===== src/rtl/cacheline_pkg.sv =====
// Shared types and constants for the cache-line to burst-memory adapter.
package cacheline_pkg;

   localparam int ADDR_W        = 32;
   localparam int LINE_W        = 256;
   localparam int BEAT_W        = 64;
   localparam int BEATS         = 4;
   localparam int LINE_OFFSET_W = 5;

   typedef enum logic [2:0] {
      IDLE     = 3'd0,
      RD_ISSUE = 3'd1,
      RD_WAIT  = 3'd2,
      WR_BURST = 3'd3,
      RESP     = 3'd4
   } adapter_state_t;

   // Drop the byte-within-line offset so bursts always start on a line boundary.
   function automatic logic [ADDR_W-1:0] line_align(input logic [ADDR_W-1:0] addr);
      return {addr[ADDR_W-1:LINE_OFFSET_W], {LINE_OFFSET_W{1'b0}}};
   endfunction

endpackage


===== src/rtl/cacheline_adapter_chk.sv =====
// Simulation-only protocol monitor for the adapter's two ports.
module cacheline_adapter_chk (
   input  logic clk,
   input  logic rst_n,
   input  logic dfp_read,
   input  logic dfp_write,
   input  logic bmem_rvalid,
   input  logic in_rd_wait
);

   // Flag requester and memory behaviour the adapter is not built to handle.
   always @(posedge clk) begin
      if (rst_n) begin
         assert (!(dfp_read && dfp_write))
            else $warning("cacheline_adapter: dfp_read and dfp_write high together, write is serviced");
         assert (!(bmem_rvalid && !in_rd_wait))
            else $warning("cacheline_adapter: bmem_rvalid outside RD_WAIT is ignored");
      end
   end

endmodule


===== src/rtl/cacheline_adapter.sv =====
// Turns one 256-bit cache line read/write into a 4-beat 64-bit memory burst,
// then pulses dfp_resp for one cycle.
module cacheline_adapter #(
   parameter int BEAT_W = cacheline_pkg::BEAT_W,
   parameter int BEATS  = cacheline_pkg::BEATS,
   parameter int LINE_W = cacheline_pkg::LINE_W
) (
   input  logic              clk,
   input  logic              rst_n,
   input  logic [31:0]       dfp_addr,
   input  logic              dfp_read,
   input  logic              dfp_write,
   input  logic [LINE_W-1:0] dfp_wdata,
   output logic [LINE_W-1:0] dfp_rdata,
   output logic              dfp_resp,
   output logic [31:0]       bmem_addr,
   output logic              bmem_read,
   output logic              bmem_write,
   output logic [BEAT_W-1:0] bmem_wdata,
   input  logic              bmem_ready,
   input  logic [BEAT_W-1:0] bmem_rdata,
   input  logic              bmem_rvalid
);
   import cacheline_pkg::*;

   localparam int CNT_W = (BEATS > 1) ? $clog2(BEATS) : 1;

   if (LINE_W != BEAT_W * BEATS) begin : g_width_check
      $error("cacheline_adapter: LINE_W must equal BEAT_W*BEATS");
   end

   adapter_state_t    state_r;
   logic [CNT_W-1:0]  cnt_r;
   logic [CNT_W-1:0]  cnt_next_s;
   logic              last_beat_s;
   logic [BEAT_W-1:0] beat_r [BEATS];
   logic [LINE_W-1:0] assembled_s;
   logic              in_rd_wait_s;

   logic [LINE_W-1:0] dfp_rdata_r;
   logic              dfp_resp_r;
   logic [31:0]       bmem_addr_r;
   logic              bmem_read_r;
   logic              bmem_write_r;
   logic [BEAT_W-1:0] bmem_wdata_r;

   assign cnt_next_s   = cnt_r + 1'b1;
   assign last_beat_s  = (cnt_r == CNT_W'(BEATS - 1));
   assign in_rd_wait_s = (state_r == RD_WAIT);

   // Full read line as it will look once the beat arriving now is stored.
   always_comb begin
      assembled_s = '0;
      for (int i = 0; i < BEATS - 1; i++) begin
         assembled_s[i*BEAT_W +: BEAT_W] = beat_r[i];
      end
      assembled_s[(BEATS-1)*BEAT_W +: BEAT_W] = bmem_rdata;
   end

   // Line buffer: deliberately not reset, it only ever holds in-flight data.
   always_ff @(posedge clk) begin
      if ((state_r == IDLE) && dfp_write) begin
         for (int i = 0; i < BEATS; i++) begin
            beat_r[i] <= dfp_wdata[i*BEAT_W +: BEAT_W];
         end
      end else if ((state_r == RD_WAIT) && bmem_rvalid) begin
         beat_r[cnt_r] <= bmem_rdata;
      end
   end

   // Transaction FSM; every port output is a register updated alongside the state.
   always_ff @(posedge clk or negedge rst_n) begin
      if (!rst_n) begin
         state_r      <= IDLE;
         cnt_r        <= '0;
         dfp_rdata_r  <= '0;
         dfp_resp_r   <= 1'b0;
         bmem_addr_r  <= 32'd0;
         bmem_read_r  <= 1'b0;
         bmem_write_r <= 1'b0;
         bmem_wdata_r <= '0;
      end else begin
         dfp_resp_r  <= 1'b0;
         dfp_rdata_r <= '0;
         case (state_r)
            IDLE: begin
               if (dfp_write) begin
                  state_r      <= WR_BURST;
                  cnt_r        <= '0;
                  bmem_addr_r  <= line_align(dfp_addr);
                  bmem_write_r <= 1'b1;
                  bmem_wdata_r <= dfp_wdata[BEAT_W-1:0];
               end else if (dfp_read) begin
                  state_r     <= RD_ISSUE;
                  bmem_addr_r <= line_align(dfp_addr);
                  bmem_read_r <= 1'b1;
               end else begin
                  state_r <= IDLE;
               end
            end
            RD_ISSUE: begin
               if (bmem_ready) begin
                  state_r     <= RD_WAIT;
                  cnt_r       <= '0;
                  bmem_read_r <= 1'b0;
                  bmem_addr_r <= 32'd0;
               end else begin
                  state_r <= RD_ISSUE;
               end
            end
            RD_WAIT: begin
               if (bmem_rvalid) begin
                  cnt_r <= cnt_next_s;
                  if (last_beat_s) begin
                     state_r     <= RESP;
                     dfp_resp_r  <= 1'b1;
                     dfp_rdata_r <= assembled_s;
                  end else begin
                     state_r <= RD_WAIT;
                  end
               end else begin
                  state_r <= RD_WAIT;
               end
            end
            WR_BURST: begin
               if (bmem_ready) begin
                  cnt_r <= cnt_next_s;
                  if (last_beat_s) begin
                     state_r      <= RESP;
                     dfp_resp_r   <= 1'b1;
                     bmem_write_r <= 1'b0;
                     bmem_addr_r  <= 32'd0;
                     bmem_wdata_r <= '0;
                  end else begin
                     bmem_wdata_r <= beat_r[cnt_next_s];
                  end
               end else begin
                  state_r <= WR_BURST;
               end
            end
            RESP: begin
               state_r <= IDLE;
            end
            default: begin
               state_r      <= IDLE;
               cnt_r        <= '0;
               bmem_addr_r  <= 32'd0;
               bmem_read_r  <= 1'b0;
               bmem_write_r <= 1'b0;
               bmem_wdata_r <= '0;
            end
         endcase
      end
   end

   assign dfp_rdata  = dfp_rdata_r;
   assign dfp_resp   = dfp_resp_r;
   assign bmem_addr  = bmem_addr_r;
   assign bmem_read  = bmem_read_r;
   assign bmem_write = bmem_write_r;
   assign bmem_wdata = bmem_wdata_r;

   cacheline_adapter_chk u_chk (
      .clk        (clk),
      .rst_n      (rst_n),
      .dfp_read   (dfp_read),
      .dfp_write  (dfp_write),
      .bmem_rvalid(bmem_rvalid),
      .in_rd_wait (in_rd_wait_s)
   );

endmodule


===== config.mk =====
export PLATFORM = sky130hd
export DESIGN_NAME = cacheline_adapter
export DESIGN_NICKNAME = d
export VERILOG_FILES = /design/src/rtl/cacheline_pkg.sv /design/src/rtl/cacheline_adapter_chk.sv /design/src/rtl/cacheline_adapter.sv
export SDC_FILE = /design/constraint.sdc
export NUM_CORES = 1
export LEC_CHECK = 0
export ABC_AREA = 1
export ABC_CLOCK_PERIOD_IN_PS = 15300
export BUFFER_PORTS_ARGS = -buffer_cell sky130_fd_sc_hd__buf_2
export CAP_MARGIN = 10
export CORE_AREA = 3 3 276 278
export DETAILED_ROUTE_END_ITERATION = 6
export DIE_AREA = 0 0 279 281
export MAX_ROUTING_LAYER = met4
export SKIP_LAST_GASP = 1
export SLEW_MARGIN = 30
export SYNTH_ARGS = -nofsm -noshare
export SYNTH_HDL_FRONTEND = slang
export SYNTH_HIERARCHICAL = 1
export SYNTH_SLANG_ARGS = --single-unit

===== constraint.sdc =====
create_clock -name clk -period 15.3 [get_ports clk]
set_input_delay 0.765 -clock clk [delete_from_list [all_inputs] [get_ports clk]]
set_output_delay 0.765 -clock clk [all_outputs]
set_load 0.1 [all_outputs]

==> results of run 1 <==
path summary, 6_finish.rpt:
path,end,cells after the start,from
worst min register to register,bmem_wdata[58]$_DFFE_PN0P_,2,bmem_wdata[58]$_DFFE_PN0P_
worst max register to register,beat_r[1][32]$_DFFE_PP_,7,cnt_r[0]$_DFFE_PN0P_
min in group clk,dfp_rdata[207]$_DFF_PN0_,3,bmem_rdata[15]
worst min-delay path,dfp_rdata[94]$_DFF_PN0_,1,rst_n
worst max-delay path,beat_r[1][32]$_DFFE_PP_,7,cnt_r[0]$_DFFE_PN0P_
max in group asynchronous,dfp_rdata[57]$_DFF_PN0_,2,rst_n
cells by family after synthesis:
logic type               Yosys count  share of synthesized area [%]
adder cells (fa/ha/maj)            1                        0.04777
flip-flops                       611                          63.27
buffers and inverters            436                          7.233
AO/OA/AOI/OAI                     99                          2.780
AND/OR/NAND/NOR                 1774                          26.65
other                              1                        0.01432
metrics by stage:
stage | instance area [um^2] | setup slack, ps | util [%] | hold slack [ps]
3_5_place_dp | 30500 | 11220 | 41.11 | 460.0
4_1_cts | 32810 | 11220 | 44.21 | 241.1
3_3_place_gp | 30420 | 11230 | 41.01 | 455.5
6_report | 32860 | 11210 | 44.28 | 239.4
5_1_grt | 32850 | 11040 | 44.27 | 279.2
2_1_floorplan | 26210 | 8859 | - | 469.4
state kept, by name, summed over array words and instances (netlist names):
register and cells:
bmem_addr 27, bmem_write 1, dfp_rdata 256, bmem_wdata 64, dfp_resp 1, state_r 3
beat_r 256, bmem_read 1, cnt_r 2
cell usage after synthesis (all sizes together):
master,instances
nand2,1298
dfrtp,355
inv,273
nor2,271
edfxtp,256
nand3,199
buf,130
o21ai,96
clkbuf,33
nand4,2
nor4,2
a22oi,1
conb,1
ha,1
nand3b,1
nor3,1
o211ai,1
o31ai,1
power by group:
part	internal, mW	switching [mW]
combinational	0.515	2.20
sequential	2.09	0.142
clock	0.971	0.709
total	3.58	3.05
final cells by class:
| class | count | share of cell area, % |
|---|---|---|
| antenna | 19 | 0.1447 |
| clock buffer | 100 | 6.169 |
| clock inverter | 32 | 0.8492 |
| inverter | 273 | 3.145 |
| multi-input combinational | 1879 | 23.92 |
| sequential | 611 | 50.45 |
| tap | 969 | 3.690 |
| timing repair buffer | 733 | 11.64 |
placed cells by master (no fill, tap or decap), types with 12 or more instances in the layout:
cell	count
o21ai_1	22
nor2_1	265
diode_2	19
clkbuf_16	72
buf_2	701
nand2_1	1289
o21ai_0	14
nand3_1	195
buf_4	24
clkinv_2	19
clkbuf_8	12
dfrtp_1	354
edfxtp_1	256
inv_1	264
o21ai_2	60
clkbuf_1	16
worst max-delay path: stages (launching register included):
cell      delay (ps)
dfrtp_4          540
buf_4            690
nand3_4          690
buf_4            560
clkinv_2         540
buf_4            600
nand2_1          130
nand2_1           80
per-layer routing:
| metal | share of wire (%) | GRT usage [%] | wire, um | vias up |
|---|---|---|---|---|
| met1 | 41 | 31.38 | 39030 | 10320 |
| met5 | 0 | - | 0 | - |
| met4 | 3.0 | 8.364 | 2859 | 0 |
| met2 | 48 | 38.69 | 46160 | 853 |
| met3 | 7.6 | 4.660 | 7247 | 152 |
| li1 | - | - | - | 10340 |
==> results.sh, run 1 <==
export IMPL_die_y_um=281
export IMPL_clockRootBuffer="clkbuf_16"
export IMPL_cp_required_ps=15760
export IMPL_synth_warnings=6
export IMPL_via_count=21660
export IMPL_dieArea_um2=78400
export IMPL_synth_distinct_cells=29
export IMPL_wire_per_inst_um=20.65
export IMPL_n_fill_cell=7324
export IMPL_htreeDepth=3
export IMPL_hold_violations=0
export IMPL_worstPathArrival_ps=4550
export IMPL_cap_violations=0
export IMPL_synthesis_area_um2=26190
export IMPL_cts_buffers=71
export IMPL_synthDominantCellAreaShare_pct=33.92
export IMPL_tightest_slew_ps=889.2
export IMPL_ant_nets=0
export IMPL_cts_tree="done"
export IMPL_crit_fanout=63
export IMPL_hp_class="input pin to async pin"
export IMPL_syn_avg_cell_area_um2=8.963
export IMPL_drt_vias_per_instance=4.692
export IMPL_finalSetupViolCount=0
export IMPL_register_area_um2=16570
export IMPL_power_density_nw_per_um2=201.7
export IMPL_slew_violations=0
export IMPL_dpl_hpwl_um=62450
export IMPL_grt_max_degree=132
export IMPL_start_util_pct=35.30
export IMPL_coreArea_um2=74200
export IMPL_slew_headroom_pct=40.72
export IMPL_cts_hold_buf=0
export IMPL_p_leak_nw=18.05
export IMPL_post_cts_resized=0
export IMPL_syn_to_final_growth_pct=25.45
export IMPL_cts_buffer_depth=3
export IMPL_clkLatencyLatePin_ps=600
export IMPL_final_cells=4616
export IMPL_yosys_register_bits=611
export IMPL_wl_um=95300
export IMPL_end_kind="flop"
export IMPL_rsz0062_at_grt="false"
export IMPL_synth_seq_area_share_pct=63.27
export IMPL_fin_crit_sh_pct=26.73
export IMPL_numPortBuffers=702
export IMPL_grt_pass1_wl_um=137800
export IMPL_antenna_found_initial=16
export IMPL_drive_gt1_share_pct=25.85
export IMPL_fin_crit_ps=4090
export IMPL_netlist_instances=2922
export IMPL_grt_pass1_vias=20690
export IMPL_rows=100
export IMPL_ir_worst_vdd_uv=133.8
export IMPL_synth_area_leaders="dfrtp_1 34%, edfxtp_1 29%, nand2_1 19%"
export IMPL_outcome="finished clean"
export IMPL_drt_iter0_drc=1744
export IMPL_placed_cells=4465
export IMPL_routabilityCongestion=0.8693
export IMPL_remaining_drc_errors=0
export IMPL_multiInputGateArea_um2=7859
export IMPL_fmax_mhz=244.5
export IMPL_fin_nets=3928
export IMPL_post_cts_buffers=0
export IMPL_r2r_slack_ps=11210
export IMPL_clock_skew_ps=20.32
export IMPL_timing_setup_critical_path_class="flop to flop"
export IMPL_tns_ps=0
export IMPL_p_total_mw=6.626
export IMPL_dieWidth_um=279
export IMPL_cp_start_kind="flop"
export IMPL_clk_pin_slew_worst_paths_ps=60
export IMPL_pin_count=713
export IMPL_overflow=0
export IMPL_cts_sinks=611
export IMPL_synth_largest_area_cell="dfrtp_1"
export IMPL_dr_pass1_iters=5
export IMPL_grt_usage_pct=24.34
Note: power is estimated with default switching activity, not from simulation.
==> inputs of run 2 (changes only) <==
ABC_CLOCK_PERIOD_IN_PS = 4300   (was 15300)
CORE_AREA = 3 3 278 280   (was 3 3 276 278)
DIE_AREA = 0 0 281 283   (was 0 0 279 281)
clock period = 4.3 ns   (was 15.3 ns; I/O delays follow)
==> run 2 against run 1 <==
Effect of this change: via count rose by 8.3%; combinational power rose to 3.7 times the previous value; wire length rose by 5.2%; global-route usage rose by 1.3 points; clock-buffer cell count rose by 10; setup slack got worse by 10000 ps; non-clock buffer count rose by 350; largest power group unchanged.
==> results.sh, run 2 (synthesized netlist as in run 1, its figures left out) <==
export IMPL_outcome="finished clean"
export IMPL_slew_violations=0
export IMPL_htreeDepth=3
export IMPL_hp_class="input pin to flop"
export IMPL_rsz0062_at_grt="false"
export IMPL_n_fill_cell=6975
export IMPL_ir_worst_vdd_uv=396.7
export IMPL_cp_required_ps=4800
export IMPL_pre_cts_ws_ps=1265
export IMPL_syn_to_final_growth_pct=38.77
export IMPL_start_util_pct=35.06
export IMPL_crit_path_frequent_cell="nand2_1"
export IMPL_dieWidth_um=281
export IMPL_tightest_slew_ps=1036
export IMPL_coreArea_um2=74700
export IMPL_clockRootBuffer="clkbuf_16"
export IMPL_clk_pin_slew_worst_paths_ps=60
export IMPL_grt_pass1_wl_um=149200
export IMPL_fmax_mhz=319.1
export IMPL_grt_usage_pct=25.67
export IMPL_cts_buffers=71
export IMPL_remaining_drc_errors=0
export IMPL_p_total_mw=23.89
export IMPL_critical_path_cell_chain="nor2_2, nand2_1, inv_4, buf_4, nand2_1, nand3_2, buf_4, nand2_1, o21ai_0"
export IMPL_p_leak_nw=19.50
export IMPL_final_core_util_pct=48.66
export IMPL_tns_ps=0
export IMPL_drt_vias_per_instance=4.734
export IMPL_fin_nets=4278
export IMPL_grt_max_degree=103
export IMPL_slew_headroom_pct=30.92
export IMPL_finalSetupViolCount=0
export IMPL_die_y_um=283
export IMPL_crit_fanout=65
export IMPL_p_sw_mw=10.86
export IMPL_clock_skew_ps=25.38
export IMPL_clkLatencyLatePin_ps=590
export IMPL_cts_tree="done"
export IMPL_via_count=23460
export IMPL_overflow=0
export IMPL_worstPathArrival_ps=3630
export IMPL_cts_buffer_depth=3
export IMPL_power_density_nw_per_um2=657.4
export IMPL_hold_violations=0
export IMPL_cts_sinks=611
export IMPL_drt_iter0_drc=1905
export IMPL_drive_gt1_share_pct=23.42
export IMPL_path_buf_inv=3
export IMPL_switching_share_pct=45.44
export IMPL_dpl_hpwl_um=62710
export IMPL_final_common_cell="nand2_1"
export IMPL_post_cts_resized=0
export IMPL_final_cells=4956
export IMPL_cap_violations=0
export IMPL_wl_um=100300
export IMPL_final_cell_mix="1289 x nand2_1, 701 x buf_2, 354 x dfrtp_1, 342 x dlygate4sd3_1, 265 x nor2_1"
export IMPL_p_int_mw=13.04
export IMPL_antenna_found_initial=12
export IMPL_placed_cells=4471
export IMPL_fin_crit_ps=3134
export IMPL_comb_power_share_pct=42.0
export IMPL_p_clk_share_pct=24.7
export IMPL_seqPwrFrac_pct=33.3
export IMPL_critical_path_slowest_cell="buf_4"
export IMPL_dieArea_um2=79520
export IMPL_cp_start_kind="flop"
export IMPL_register_area_um2=16570
export IMPL_end_kind="flop"
export IMPL_max_stage_delay_ps=820
export IMPL_routabilityCongestion=0.8696
export IMPL_numPortBuffers=702
export IMPL_rows=100
export IMPL_fin_ws_ps=1166
export IMPL_timing_setup_critical_path_class="flop to flop"
export IMPL_grt_pass1_vias=24010
export IMPL_fin_crit_sh_pct=72.89
export IMPL_ant_nets=0
export IMPL_cp_top_family="buffers and inverters"
export IMPL_wire_per_inst_um=20.23
export IMPL_pin_count=713
export IMPL_multiInputGateArea_um2=7850
export IMPL_dr_pass1_iters=6
[run 2: power by group through the flow]
stage	Sequential, mW	Combinational [mW]	Clock (mW)
after detailed placement	8.05	9.71	0
after global routing	8.06	10.8	6.28
final	7.95	10.0	5.91
after global placement	8.03	9.63	0
after floorplan	10.6	4.18	0
after CTS	7.95	10.0	6.04
[run 2: worst min-delay path, stage by stage]
cell and delay, ps:
buf_2 90, nand2_1 50, o21ai_2 130
[run 2: area by class of cell]
class                   instances  area share, %
well taps                     969          3.336
flip-flops and latches        611          45.60
repair buffers               1083          20.33
clock inverters                20         0.6300
clock buffers                 110          5.570
diodes                         11        0.07574
multi-input cells            1879          21.60
inverters                     273          2.854
[run 2: worst paths after layout]
path                                       startpoint                         end  slack, ps  cells past startpoint
setup / recovery               state_r[0]$_DFFE_PN0P_   bmem_addr[31]$_DFFE_PN0P_       1170                      9
min in group asynchronous                       rst_n     dfp_rdata[32]$_DFF_PN0_        290                      2
max in group asynchronous                       rst_n   bmem_addr[29]$_DFFE_PN0P_       2890                      3
hold reg to reg            bmem_wdata[30]$_DFFE_PN0P_  bmem_wdata[30]$_DFFE_PN0P_        470                      2
hold / removal                         dfp_wdata[254]     beat_r[3][62]$_DFFE_PP_         50                      3
setup reg to reg               state_r[0]$_DFFE_PN0P_   bmem_addr[31]$_DFFE_PN0P_       1170                      9
[run 2: routing by layer]
| metal | vias up | track usage (%) | wire, um |
|---|---|---|---|
| met5 | - | - | 0 |
| met3 | 217 | 4.611 | 7281 |
| met1 | 11170 | 31.44 | 40060 |
| met4 | 0 | 9.417 | 3765 |
| met2 | 1048 | 42.48 | 49170 |
| li1 | 11030 | - | - |
[run 2: stage by stage]
step | area [um^2] | hold WS [ps]
floorplan | 26220 | -80.59
global placement | 30600 | 352.6
detailed placement | 30600 | 355.2
CTS | 36280 | 1.941
global route | 36340 | 20.32
finish | 36340 | 50.72
[run 2: what timing repair did]
action                    CTS  global route
buffers inserted            0             0
hold buffers              342             0
hold endpoints to repair  501             0
